==> config.mk <==
export PLATFORM = sky130hd
export DESIGN_NAME = rtmc_multi_ctrl_flat
export DESIGN_NICKNAME = d
export VERILOG_FILES = /design/src/rtl/rtmc_multi_ctrl_if.sv /design/src/rtl/rtmc_multi_ctrl.sv /design/src/flat_wrapper.sv
export SDC_FILE = /design/constraint.sdc
export NUM_CORES = 1
export LEC_CHECK = 0
export CORE_AREA = 2 2 268 270
export CTS_CLUSTER_DIAMETER = 120
export DETAILED_ROUTE_END_ITERATION = 7
export DIE_AREA = 0 0 270 272
export MAX_ROUTING_LAYER = met4
export SETUP_SLACK_MARGIN = 0.5
export SLEW_MARGIN = 30
export SYNTH_ARGS = -nofsm -noshare
export SYNTH_HDL_FRONTEND = slang
export SYNTH_SLANG_ARGS = --single-unit
export TNS_END_PERCENT = 100
==> constraint.sdc <==
create_clock -name clk -period 5.3 [get_ports clk]
set_input_delay 0.795 -clock clk [delete_from_list [all_inputs] [get_ports clk]]
set_output_delay 0.795 -clock clk [all_outputs]
set_load 0.005 [all_outputs]
==> src/rtl/rtmc_multi_ctrl_if.sv <==
`default_nettype none
// ============================================================================
// rtmc_multi_ctrl_if : register bus between decoder (master) and controller
// Revision 1.0
// ============================================================================
interface rtmc_multi_ctrl_if #(
   parameter int ADDR_W = 8,
   parameter int DATA_W = 16
);
   logic [ADDR_W-1:0] reg_addr;
   logic [DATA_W-1:0] reg_wdat;
   logic              reg_wr;
   logic              reg_rd;
   logic [DATA_W-1:0] reg_rdat;
   logic              reg_ack;

   modport master (
      output reg_addr, reg_wdat, reg_wr, reg_rd,
      input  reg_rdat, reg_ack
   );

   modport slave (
      input  reg_addr, reg_wdat, reg_wr, reg_rd,
      output reg_rdat, reg_ack
   );
endinterface
`default_nettype wire

==> src/rtl/rtmc_multi_ctrl.sv <==
`default_nettype none
// ============================================================================
// rtmc_multi_ctrl : N_CH independent stepper sequencers behind one register bus
// Revision 1.0
// ============================================================================
module rtmc_multi_ctrl #(
   parameter int ADDR_W   = 8,
   parameter int DATA_W   = 16,
   parameter int N_CH     = 2,
   parameter int MC_W     = 4,
   parameter int MC_DEPTH = 8,
   parameter int CNT_W    = 2 * DATA_W
) (
   input  logic                   clk,
   input  logic                   rst,
   rtmc_multi_ctrl_if.slave       bus,
   output logic [N_CH*MC_W-1:0]   mc,
   output logic [N_CH*MC_W-1:0]   mc_oe,
   output logic                   irq
);
   localparam int PG_W  = ADDR_W - 5;
   localparam int IDX_W = (MC_DEPTH > 1) ? $clog2(MC_DEPTH) : 1;
   localparam logic [DATA_W-1:0] C_ID       = DATA_W'(16'h0242);
   localparam logic [DATA_W-1:0] C_UNMAPPED = DATA_W'(16'hEEEE);

   typedef enum logic [0:0] {ST_IDLE = 1'b0, ST_RUN = 1'b1} state_t;

   logic [PG_W-1:0]        w_page;
   logic [4:0]             w_off;
   logic                   w_pg0;
   logic [N_CH-1:0]        w_run_vec, w_done_vec, w_ie_vec, w_ch_hit;
   logic [N_CH*DATA_W-1:0] w_ch_rdat;
   logic [DATA_W-1:0]      w_rdat, r_rdat;
   logic                   r_ack;

   assign w_page = bus.reg_addr[ADDR_W-1:5];
   assign w_off  = bus.reg_addr[4:0];
   assign w_pg0  = (w_page == '0);

   for (genvar c = 0; c < N_CH; c++) begin : g_ch
      localparam logic [PG_W-1:0] C_PAGE = PG_W'(c + 1);

      state_t            r_state, w_state_nxt;
      logic              r_run, r_done, r_ie, r_ss;
      logic              w_run_nxt, w_done_nxt, w_ss_nxt, w_step;
      logic [IDX_W-1:0]  r_idx, w_idx_step;
      logic [3:0]        r_last, r_size;
      logic [MC_W-1:0]   r_oe;
      logic [CNT_W-1:0]  r_delay, r_target, r_pos, r_dcnt, r_rem;
      logic [CNT_W-1:0]  w_dcnt_nxt, w_rem_nxt, w_size_ext;
      logic [MC_W-1:0]   r_tab [MC_DEPTH];
      logic [5:0]        w_s;
      logic              w_wr, w_ctrl_wr, w_run_req, w_done_clr, w_ie_wr, w_pos_clr, w_tab_ok;
      logic [DATA_W-1:0] w_rd_val;
      logic              w_rd_hit;

      assign w_wr       = bus.reg_wr && (w_page == C_PAGE);
      assign w_ctrl_wr  = w_wr && (w_off == 5'd0);
      // Effective RUN bit this cycle: a write of the RUN register takes effect at once
      assign w_run_req  = (bus.reg_wr && w_pg0 && (w_off == 5'd1)) ? bus.reg_wdat[c] : r_run;
      assign w_done_clr = bus.reg_wr && w_pg0 && (w_off == 5'd2) && bus.reg_wdat[c];
      assign w_ie_wr    = bus.reg_wr && w_pg0 && (w_off == 5'd3);
      assign w_pos_clr  = w_wr && ((w_off == 5'd6) || (w_off == 5'd7));
      assign w_tab_ok   = 32'(w_off[3:0]) < MC_DEPTH;
      assign w_size_ext = {{(CNT_W-4){r_size[3]}}, r_size};

      // Signed wrap of idx + step_size into [0, table_last)
      always_comb begin
         w_s        = 6'(r_idx) + {{2{r_size[3]}}, r_size};
         w_idx_step = '0;
         if (r_last == 4'd0)
            w_idx_step = '0;
         else if (w_s[5])
            w_idx_step = IDX_W'(w_s + 6'(r_last));
         else if (w_s[4:0] >= {1'b0, r_last})
            w_idx_step = IDX_W'(w_s - 6'(r_last));
         else
            w_idx_step = IDX_W'(w_s);
      end

      always_comb begin
         w_state_nxt = r_state;
         w_run_nxt   = w_run_req;
         w_done_nxt  = r_done & ~w_done_clr;
         w_dcnt_nxt  = r_dcnt;
         w_rem_nxt   = r_rem;
         w_step      = 1'b0;
         w_ss_nxt    = 1'b0;
         case (r_state)
            ST_IDLE: begin
               if (w_run_req) begin
                  w_state_nxt = ST_RUN;
                  w_dcnt_nxt  = r_delay;
                  w_rem_nxt   = r_target;
               end else begin
                  w_step   = r_ss;
                  w_ss_nxt = w_ctrl_wr && bus.reg_wdat[14];
               end
            end
            ST_RUN: begin
               if (!w_run_req) begin
                  w_state_nxt = ST_IDLE;
               end else if (r_dcnt == '0) begin
                  w_step     = 1'b1;
                  w_dcnt_nxt = r_delay;
                  // rem==0 means an unbounded move
                  if (r_rem != '0) begin
                     w_rem_nxt = r_rem - 1'b1;
                     if (r_rem == CNT_W'(1)) begin
                        w_run_nxt   = 1'b0;
                        w_done_nxt  = 1'b1;
                        w_state_nxt = ST_IDLE;
                     end
                  end
               end else begin
                  w_dcnt_nxt = r_dcnt - 1'b1;
               end
            end
            default: w_state_nxt = ST_IDLE;
         endcase
      end

      always_ff @(posedge clk) begin
         if (rst)
            r_state <= ST_IDLE;
         else
            r_state <= w_state_nxt;
      end

      always_ff @(posedge clk) begin
         if (rst) begin
            r_run    <= 1'b0;
            r_done   <= 1'b0;
            r_ie     <= 1'b0;
            r_ss     <= 1'b0;
            r_idx    <= '0;
            r_pos    <= '0;
            r_dcnt   <= '0;
            r_rem    <= '0;
            r_last   <= '0;
            r_size   <= '0;
            r_oe     <= '0;
            r_delay  <= '0;
            r_target <= '0;
         end else begin
            r_run  <= w_run_nxt;
            r_done <= w_done_nxt;
            r_ss   <= w_ss_nxt;
            r_dcnt <= w_dcnt_nxt;
            r_rem  <= w_rem_nxt;
            if (w_ie_wr)
               r_ie <= bus.reg_wdat[c];
            if (w_step)
               r_idx <= w_idx_step;
            if (w_pos_clr)
               r_pos <= '0;
            else if (w_step)
               r_pos <= r_pos + w_size_ext;
            if (w_wr) begin
               case (w_off)
                  5'd0: begin
                     r_last <= bus.reg_wdat[7:4];
                     r_size <= bus.reg_wdat[3:0];
                  end
                  5'd1: r_oe <= bus.reg_wdat[MC_W-1:0];
                  5'd2: r_delay[CNT_W-1:DATA_W]  <= bus.reg_wdat;
                  5'd3: r_delay[DATA_W-1:0]      <= bus.reg_wdat;
                  5'd4: r_target[CNT_W-1:DATA_W] <= bus.reg_wdat;
                  5'd5: r_target[DATA_W-1:0]     <= bus.reg_wdat;
                  default: ;
               endcase
            end
         end
      end

      always_ff @(posedge clk) begin
         if (w_wr && w_off[4] && w_tab_ok)
            r_tab[w_off[IDX_W-1:0]] <= bus.reg_wdat[MC_W-1:0];
      end

      always_comb begin
         w_rd_hit = 1'b1;
         w_rd_val = '0;
         if (w_off[4]) begin
            w_rd_hit = w_tab_ok;
            w_rd_val = DATA_W'(r_tab[w_off[IDX_W-1:0]]);
         end else begin
            case (w_off[3:0])
               4'd0: w_rd_val = DATA_W'({r_last, r_size});
               4'd1: w_rd_val = DATA_W'(r_oe);
               4'd2: w_rd_val = r_delay[CNT_W-1:DATA_W];
               4'd3: w_rd_val = r_delay[DATA_W-1:0];
               4'd4: w_rd_val = r_target[CNT_W-1:DATA_W];
               4'd5: w_rd_val = r_target[DATA_W-1:0];
               4'd6: w_rd_val = r_pos[CNT_W-1:DATA_W];
               4'd7: w_rd_val = r_pos[DATA_W-1:0];
               4'd8: w_rd_val = DATA_W'({(r_state == ST_RUN), 4'(r_idx)});
               default: w_rd_hit = 1'b0;
            endcase
         end
      end

      assign w_run_vec[c]                   = r_run;
      assign w_done_vec[c]                  = r_done;
      assign w_ie_vec[c]                    = r_ie;
      assign w_ch_hit[c]                    = w_rd_hit;
      assign w_ch_rdat[c*DATA_W +: DATA_W]  = w_rd_val;
      assign mc[c*MC_W +: MC_W]             = r_tab[r_idx];
      assign mc_oe[c*MC_W +: MC_W]          = r_oe;
   end

   always_comb begin
      w_rdat = C_UNMAPPED;
      if (w_pg0) begin
         case (w_off)
            5'd0: w_rdat = C_ID;
            5'd1: w_rdat = DATA_W'(w_run_vec);
            5'd2: w_rdat = DATA_W'(w_done_vec);
            5'd3: w_rdat = DATA_W'(w_ie_vec);
            default: w_rdat = C_UNMAPPED;
         endcase
      end else begin
         for (int c = 0; c < N_CH; c++) begin
            if ((w_page == PG_W'(c + 1)) && w_ch_hit[c])
               w_rdat = w_ch_rdat[c*DATA_W +: DATA_W];
         end
      end
   end

   always_ff @(posedge clk) begin
      if (rst) begin
         r_ack  <= 1'b0;
         r_rdat <= '0;
      end else begin
         r_ack <= bus.reg_wr | bus.reg_rd;
         if (bus.reg_rd)
            r_rdat <= w_rdat;
      end
   end

   assign bus.reg_ack  = r_ack;
   assign bus.reg_rdat = r_rdat;
   assign irq          = |(w_done_vec & w_ie_vec);

endmodule
`default_nettype wire

==> src/flat_wrapper.sv <==
// flat-port wrapper written by rule: the top's interface ports become plain ports
module rtmc_multi_ctrl_flat 
#(
   parameter int ADDR_W   = 8,
   parameter int DATA_W   = 16,
   parameter int N_CH     = 2,
   parameter int MC_W     = 4,
   parameter int MC_DEPTH = 8,
   parameter int CNT_W    = 2 * DATA_W
)
  (clk, rst, mc, mc_oe, irq, bus_reg_addr, bus_reg_wdat, bus_reg_wr, bus_reg_rd, bus_reg_rdat, bus_reg_ack);
  rtmc_multi_ctrl_if #(.ADDR_W(ADDR_W), .DATA_W(DATA_W)) bus_i ();
  input  logic clk;
  input  logic rst;
  output logic [N_CH*MC_W-1:0] mc;
  output logic [N_CH*MC_W-1:0] mc_oe;
  output logic irq;
  input wire logic [$bits(bus_i.reg_addr)-1:0] bus_reg_addr;
  input wire logic [$bits(bus_i.reg_wdat)-1:0] bus_reg_wdat;
  input wire logic [$bits(bus_i.reg_wr)-1:0] bus_reg_wr;
  input wire logic [$bits(bus_i.reg_rd)-1:0] bus_reg_rd;
  output wire logic [$bits(bus_i.reg_rdat)-1:0] bus_reg_rdat;
  output wire logic [$bits(bus_i.reg_ack)-1:0] bus_reg_ack;
  assign bus_i.reg_addr = bus_reg_addr;
  assign bus_i.reg_wdat = bus_reg_wdat;
  assign bus_i.reg_wr = bus_reg_wr;
  assign bus_i.reg_rd = bus_reg_rd;
  assign bus_reg_rdat = bus_i.reg_rdat;
  assign bus_reg_ack = bus_i.reg_ack;
  rtmc_multi_ctrl #(.ADDR_W(ADDR_W), .DATA_W(DATA_W), .N_CH(N_CH), .MC_W(MC_W), .MC_DEPTH(MC_DEPTH), .CNT_W(CNT_W)) u_core (.clk(clk), .rst(rst), .bus(bus_i), .mc(mc), .mc_oe(mc_oe), .irq(irq));
endmodule
==> After elaboration in Yosys (flattened, before gate mapping) <==
Memories as Yosys holds them, arrays and structs flattened. A register that Yosys moved wholly into a read port is not among the register bits.
Cells that the tools add are included.
W data, S select, Z words.
{ "totals": {"regBits": 377, "latch_bits": 0, "ramBits": 64, "mem_bits_ro": 0, "n_memories": 2} }
{ "mem_list": {"columns": ["name", "words", "word_bits", "rd", "rd_clocked_by_memory_dff", "write_ports", "line_no", "text"], "rows": [
  ["u_core.g_ch[0].r_tab", 8, 4, 2, 1, 1, "rtmc_multi_ctrl.sv:51", "logic [MC_W-1:0] r_tab [MC_DEPTH];"],
  ["u_core.g_ch[1].r_tab", 8, 4, 2, 1, 1, "rtmc_multi_ctrl.sv:51", null]
]} }
{ "classes": {"n_addsub": 12, "mul": 0, "div": 0, "n_lt_le_gt_ge": 3, "n_eq_ne": 27, "shifts": 0, "mux": 76, "bitwise": 8, "n_reduce_logical": 52} }
{ "ops": {"columns": ["operator", "count"], "rows": [
  ["$mux W32", 14],
  ["$pmux W16 S9", 2],
  ["$pmux W32 S2", 4],
  ["$sub A32 B1 Y32 const B", 4],
  ["$mux W16", 5],
  ["$add A32 B32 Y32", 2],
  ["$eq A32 B1 Y1 const B", 2],
  ["$logic_not A32 Y1", 2],
  ["$pmux W16 S4", 1],
  ["$reduce_bool A32 Y1", 2],
  ["$mux W1", 36],
  ["$mux W3", 10],
  ["$reduce_and A2 Y1", 14],
  ["$eq A5 B3 Y1 const B", 4],
  ["$logic_and A1 B1 Y1", 20],
  ["$eq A4 B3 Y1 const B", 4],
  ["$logic_not A4 Y1", 3],
  ["$ne A2 B2 Y1 const B", 6],
  ["$add A4 B4 Y5", 2],
  ["$eq A5 B2 Y1 const B", 2],
  ["$ge A5 B4 Y1", 2],
  ["$reduce_or A9 Y1", 1],
  ["$eq A4 B2 Y1 const B", 2],
  ["$pmux W1 S2", 4],
  ["other kinds (19)", 30]
]} }

==> Depth between registers and ports, before layout <==
{ "logic_depth": {"word_depth": 11, "mapped_depth": 12, "depth_no_buf": 12} }

==> Worst setup path before layout <==
OpenSTA, ideal clock, no wires.
{ "synth_timing": {"path_type": "register to register", "startpoint": "reg u_core.g_ch[1].r_size[3]", "endpoint": "reg u_core.g_ch[1].r_pos[31]", "t_arrival_ns": 3.111, "required_ns": 5.228, "setup_slack_ns": 2.118, "path_stages_with_launch": 11, "path_buffers": 0, "synth_period_minus_slack_ns": 3.182, "cell_sequence": "dfxtp_1 -> ha_1 -> a21o_1 -> a221oi_1 -> o21ai_0 -> a221oi_1 -> nor3_1 -> o2111ai_1 -> nor2b_1 -> o211a_1 -> mux2i_1"} }
{ "synth_via": {"elab_chain_len": 1} }
{ "synth_rtl": {"columns": ["item", "line_no", "text"], "rows": [
  ["start, declared", "rtmc_multi_ctrl.sv:47", "logic [3:0] r_last, r_size;"],
  ["start signal, assigned", "rtmc_multi_ctrl.sv:163", "r_size <= bus.reg_wdat[3:0];"],
  ["$add A32 B32 Y32", "rtmc_multi_ctrl.sv:158", "r_pos <= r_pos + w_size_ext;"],
  ["end signal, assigned", "rtmc_multi_ctrl.sv:158", null],
  ["end, declared", "rtmc_multi_ctrl.sv:49", "logic [CNT_W-1:0] r_delay, r_target, r_pos, r_dcnt, r_rem;"]
]} }
No other way between the ends.
A chain may end at the register's enable or synchronous reset.

==> Worst setup path in the final report <==
{ "layout_timing": {"startpoint": "in bus_reg_addr[7]", "endpoint": "reg u_core.g_ch[0].r_rem[2]"} }
{ "layout_via": {"elab_chain_len": 6} }
{ "layout_rtl": {"columns": ["item", "line_no", "text"], "rows": [
  ["start, declared", "flat_wrapper.sv:18", "input wire logic [$bits(bus_i.reg_addr)-1:0] bus_reg_addr;"],
  ["$logic_not A3 Y1 (*)", "rtmc_multi_ctrl.sv:38", "assign w_pg0 = (w_page == '0);"],
  ["$logic_and A1 B1 Y1 (*) (2 in series)", "rtmc_multi_ctrl.sv:60", "assign w_run_req = (bus.reg_wr && w_pg0 && (w_off == 5'd1)) ? bus.reg_wdat[c] : r_run;"],
  ["$mux W1 (*)", "rtmc_multi_ctrl.sv:60", null],
  ["$ne A2 B2 Y1 (no line) / $ne A2 B1 Y1 (equally long branches)", null, null],
  ["$reduce_and A4 Y1 (no line) (*)", null, null],
  ["end signal, assigned", "rtmc_multi_ctrl.sv:150", "r_rem <= w_rem_nxt;"],
  ["end, declared", "rtmc_multi_ctrl.sv:49", null]
]} }
Every way passes the cells marked *; elsewhere a longest branch is shown, timed or not.

==> run metrics <==
maxcap violations 0; total congestion overflow after global routing 0; Num Clock Sinks 445; layout cell share with drive strength beyond 1 7.20%; Layout area overhead 13.1%; via/cell ratio 5.81; root buffer cell clkbuf_16; Finished Core Util 40.2%; global routing met2 resource utilization 33.3%; overall routed net length 85.9 mm; type of the worst setup path in -> reg; cell count after synthesis 3160; Most used DFF post-synth dfxtp_1; count of boundary I/O pins 62; Register Area 0.00955 mm2; initial antenna violation count 5; worst-margin pin slew 0.999 ns; power density relative to cell area 273 mW/mm2; synthesized area per cell 7.97 um2; Clock transition at path regs 0.07 ns; leading cell type by number of instances after synthesis nand2_1; largest net degree at the start of global routing 91; final period demand of the worst path 3.93 ns; delay of the slowest critical-path stage 0.62 ns; number of buffers inserted to repair setup after CTS 0; global routing usage summed across all routing layers 23.4%; Max Clock Freq 254 MHz; total power draw 0.00779 W; final RePlAce weighted congestion 0.902; synthesized area 0.0252 mm2; worst setup slack after placement 0.889 ns; cell taking the most area after synthesis dfxtp_1; number of stages on the worst setup path 11; Core Area 0.0708 mm2; quantity of I/O buffers inserted on ports 61; vias 23800; reg2reg start u_core.g_ch[1].r_size[3]$_SDFFE_PP0P_; ratio of final minimum period to clock period 74.1%; end point of the critical path u_core.g_ch[0].r_rem[2]$_SDFFE_PP0P_; Max H-tree Level 2; Net Switching 0.00178 W; total number of placement rows 98; cell at the slowest stage of the critical path and2_1; cell internal power dissipation 0.00600 W; crit path from bus_reg_addr[7]; fraction of registers with async set/reset 0%; mean routed wirelength per cell 21.0 um; CTS Buf Count 50; leakage power total 9.73 nW; depth of the most critical reg-to-reg path 10; number of global-route vias before repair 21600; data required time at the worst endpoint 5.77 ns; list of cells traversed by the critical path clkdlybuf4s50_1 -> nand2b_1 -> nor4_1 -> and2_1 -> nand2_1 -> o21a_1 -> a21oi_4 -> buf_4 -> o21ai_0 -> a22oi_1 -> nor2_1; final slew viol count 0; top post-synthesis cells by count nand2_1 (583), a21oi_1 (384), dfxtp_1 (381); IR Drop Worst-Case VDD 0.243 mV; first-pass GRT wire length 131 mm; combinational share of power 4.0%; global routing met3 resource utilization 3.78%; proportion of netlist area held by the largest area contributor 30.3%; die height 272 um; total area of multi-input combinational cells 0.0146 mm2; Pre-Repair DR Iteration Count 6; proportion of power drawn by flip-flops and latches 44.3%; synthesized netlist net count 3284; met1 routing resource usage after global routing 33.6%; top area cells in the synthesized netlist dfxtp_1 (30%), nand2_1 (8.7%), a21oi_1 (7.6%), edfxtp_1 (7.6%), ha_1 (4.4%); final routed DRC violation total 0; Detailed Route Iter0 Violations 2310; final hold violation count 0; worst clock skew 0.0355 ns; kind of capture point of the worst setup path register; peak fanout along the critical path 33; Detailed Place HPWL 59.9 mm; Buf/Inv on CP 2; Crit path arrival time 4.40 ns; endpoints failing setup 0; count of nets after finishing 3223; Resized Gates After CTS 0; Unique masters post-synth 83; startpoint class of the critical path input pin; relative contribution of the clock network to total power 51.7%; run status finished clean; Die Area 0.0734 mm2; r2r endpoint u_core.g_ch[1].r_pos[31]$_SDFFE_PP0P_; clock latency at the later pin of the worst-skew pair 0.62 ns; sequential share of the synthesized area 37.9%; number of enable flip-flop cells after synthesis 64; normalized max-slew margin 32.8%; total negative slack 0 ns; filler cell count in the final layout 7151; Final WS setup 1.37 ns; cell family with most CP delay simple AND/OR/NAND/NOR gates; Seq cells post-synth 445; Yosys Warn Count 0; Most Used Layer, Global Route met1; CTS Buffer Depth 3; hold-fix buffer count after cts 0; Antenna Violating Nets Remaining 0; Net Sw Frac 22.9%; CTS tree built; Reg2Reg Setup Slack 1.63 ns; chip width 270 um; starting density of the core 35.6%; Hold Path Class reg -> reg; unrepaired setup endpoints after global routing no
state kept, by name, indices dropped and copies added, names as in the netlist, named ones only:
name and flops:
u_core.g_ch.r_dcnt 64, u_core.g_ch.r_delay 64, u_core.g_ch.r_pos 64, u_core.g_ch.r_rem 64
u_core.g_ch.r_tab 64, u_core.g_ch.r_target 64, u_core.bus.reg_rdat 16, u_core.g_ch.r_last 8
u_core.g_ch.r_oe 8, u_core.g_ch.r_size 8, u_core.g_ch.r_idx 6, u_core.g_ch.r_done 2
u_core.g_ch.r_ie 2, u_core.g_ch.r_run 2, u_core.g_ch.r_ss 2, u_core.bus.reg_ack 1
worst min path at each step:
stage / start / slack (ns) / end / cells after the start
2_1_floorplan: u_core.g_ch[1].r_delay[4]$_SDFFE_PP0P_ / 0.44 / u_core.g_ch[1].r_delay[4]$_SDFFE_PP0P_ / 2
3_3_place_gp: u_core.bus.reg_rdat[9]$_SDFFE_PP0P_ / 0.46 / u_core.bus.reg_rdat[9]$_SDFFE_PP0P_ / 2
3_5_place_dp: u_core.g_ch[1].r_dcnt[26]$_SDFFE_PP0P_ / 0.47 / u_core.g_ch[1].r_dcnt[26]$_SDFFE_PP0P_ / 2
4_1_cts: u_core.g_ch[1].r_dcnt[26]$_SDFFE_PP0P_ / 0.48 / u_core.g_ch[1].r_dcnt[26]$_SDFFE_PP0P_ / 2
5_1_grt: u_core.g_ch[0].r_dcnt[1]$_SDFFE_PP0P_ / 0.50 / u_core.g_ch[0].r_dcnt[1]$_SDFFE_PP0P_ / 2
6_report: u_core.g_ch[1].r_dcnt[26]$_SDFFE_PP0P_ / 0.47 / u_core.g_ch[1].r_dcnt[26]$_SDFFE_PP0P_ / 2
metal layers:
layer  up-vias  wire length (um)  share of wire, %
li1      11400                 -                 -
met1     11300             40100                47
met2       925             36100                42
met3       146              7160               8.3
met4         0              2540               3.0
met5         -                 0                 0
metrics by stage:
stage	std cells	instance area, um2	hold slack, ns
6_report	4096	28500	0.472
3_3_place_gp	3996	26500	0.464
5_1_grt	4096	28500	0.499
4_1_cts	4090	28400	0.476
2_1_floorplan	3160	25200	0.444
3_5_place_dp	3996	26500	0.466
worst min-delay path, delay by kind of cell (launching register included):
family	cells	cell delay, ns
AO/OA/AOI/OAI	2	0.12
flip-flops	1	0.31
kinds of logic (layout without fill, tap and decap cells):
logic type               Yosys count  count (layout)  share of synthesized area [%]
flip-flops                       445             445                           37.9
AND/OR/NAND/NOR                 1252            1252                           22.7
multiplexers                      74              74                           4.73
buffers and inverters            275             256                           4.40
AO/OA/AOI/OAI                    978             978                           23.9
other                              0               5                              0
adder cells (fa/ha/maj)           96              96                           5.01
XOR/XNOR                          40              40                           1.39
layout by cell type (no fill, tap or decap), drive strengths merged, types with 12 or more instances in the layout:
| cell | synthesis | layout |
|---|---|---|
| or4 | 13 | 13 |
| ha | 88 | 88 |
| a22oi | 116 | 116 |
| dfxtp | 381 | 381 |
| a221oi | 15 | 15 |
| clkbuf | 162 | 65 |
| mux2i | 30 | 30 |
| a21o | 31 | 31 |
| nand2 | 585 | 585 |
| o22ai | 24 | 24 |
| nand3 | 97 | 97 |
| xnor2 | 30 | 30 |
| bufinv | 0 | 12 |
| a31oi | 30 | 30 |
| a21oi | 385 | 385 |
| or3 | 25 | 25 |
| o31ai | 23 | 23 |
| nor2 | 252 | 252 |
| and2 | 16 | 16 |
| edfxtp | 64 | 64 |
| nor3 | 88 | 88 |
| clkinv | 1 | 14 |
| nand4 | 35 | 35 |
| buf | 60 | 49 |
| o21a | 16 | 16 |
| nor2b | 23 | 23 |
| o211ai | 12 | 12 |
| nand2b | 33 | 33 |
| nor4 | 30 | 30 |
| clkdlybuf4s50 | 0 | 60 |
| mux4 | 35 | 35 |
| a211oi | 56 | 56 |
| o21ai | 178 | 178 |
| inv | 52 | 53 |
layout make-up:
class / count / share of cell area, %
Sequential cell: 445 / 33.6
Clock inverter: 29 / 1.72
Clock buffer: 65 / 4.96
Tap cell: 950 / 4.18
Timing Repair Buffer: 109 / 3.50
Multi-Input combinational cell: 2440 / 51.3
Inverter: 53 / 0.699
Antenna cell: 5 / 0.0440
power groups by stage:
stage	clock, W	sequential (W)	combinational [W]
2_1_floorplan	0	0.00351	0.000164
3_3_place_gp	0	0.00352	0.000300
3_5_place_dp	0	0.00352	0.000300
4_1_cts	0.00407	0.00345	0.000301
5_1_grt	0.00419	0.00345	0.000326
6_report	0.00403	0.00345	0.000311
(Power assumes the default switching activity.)
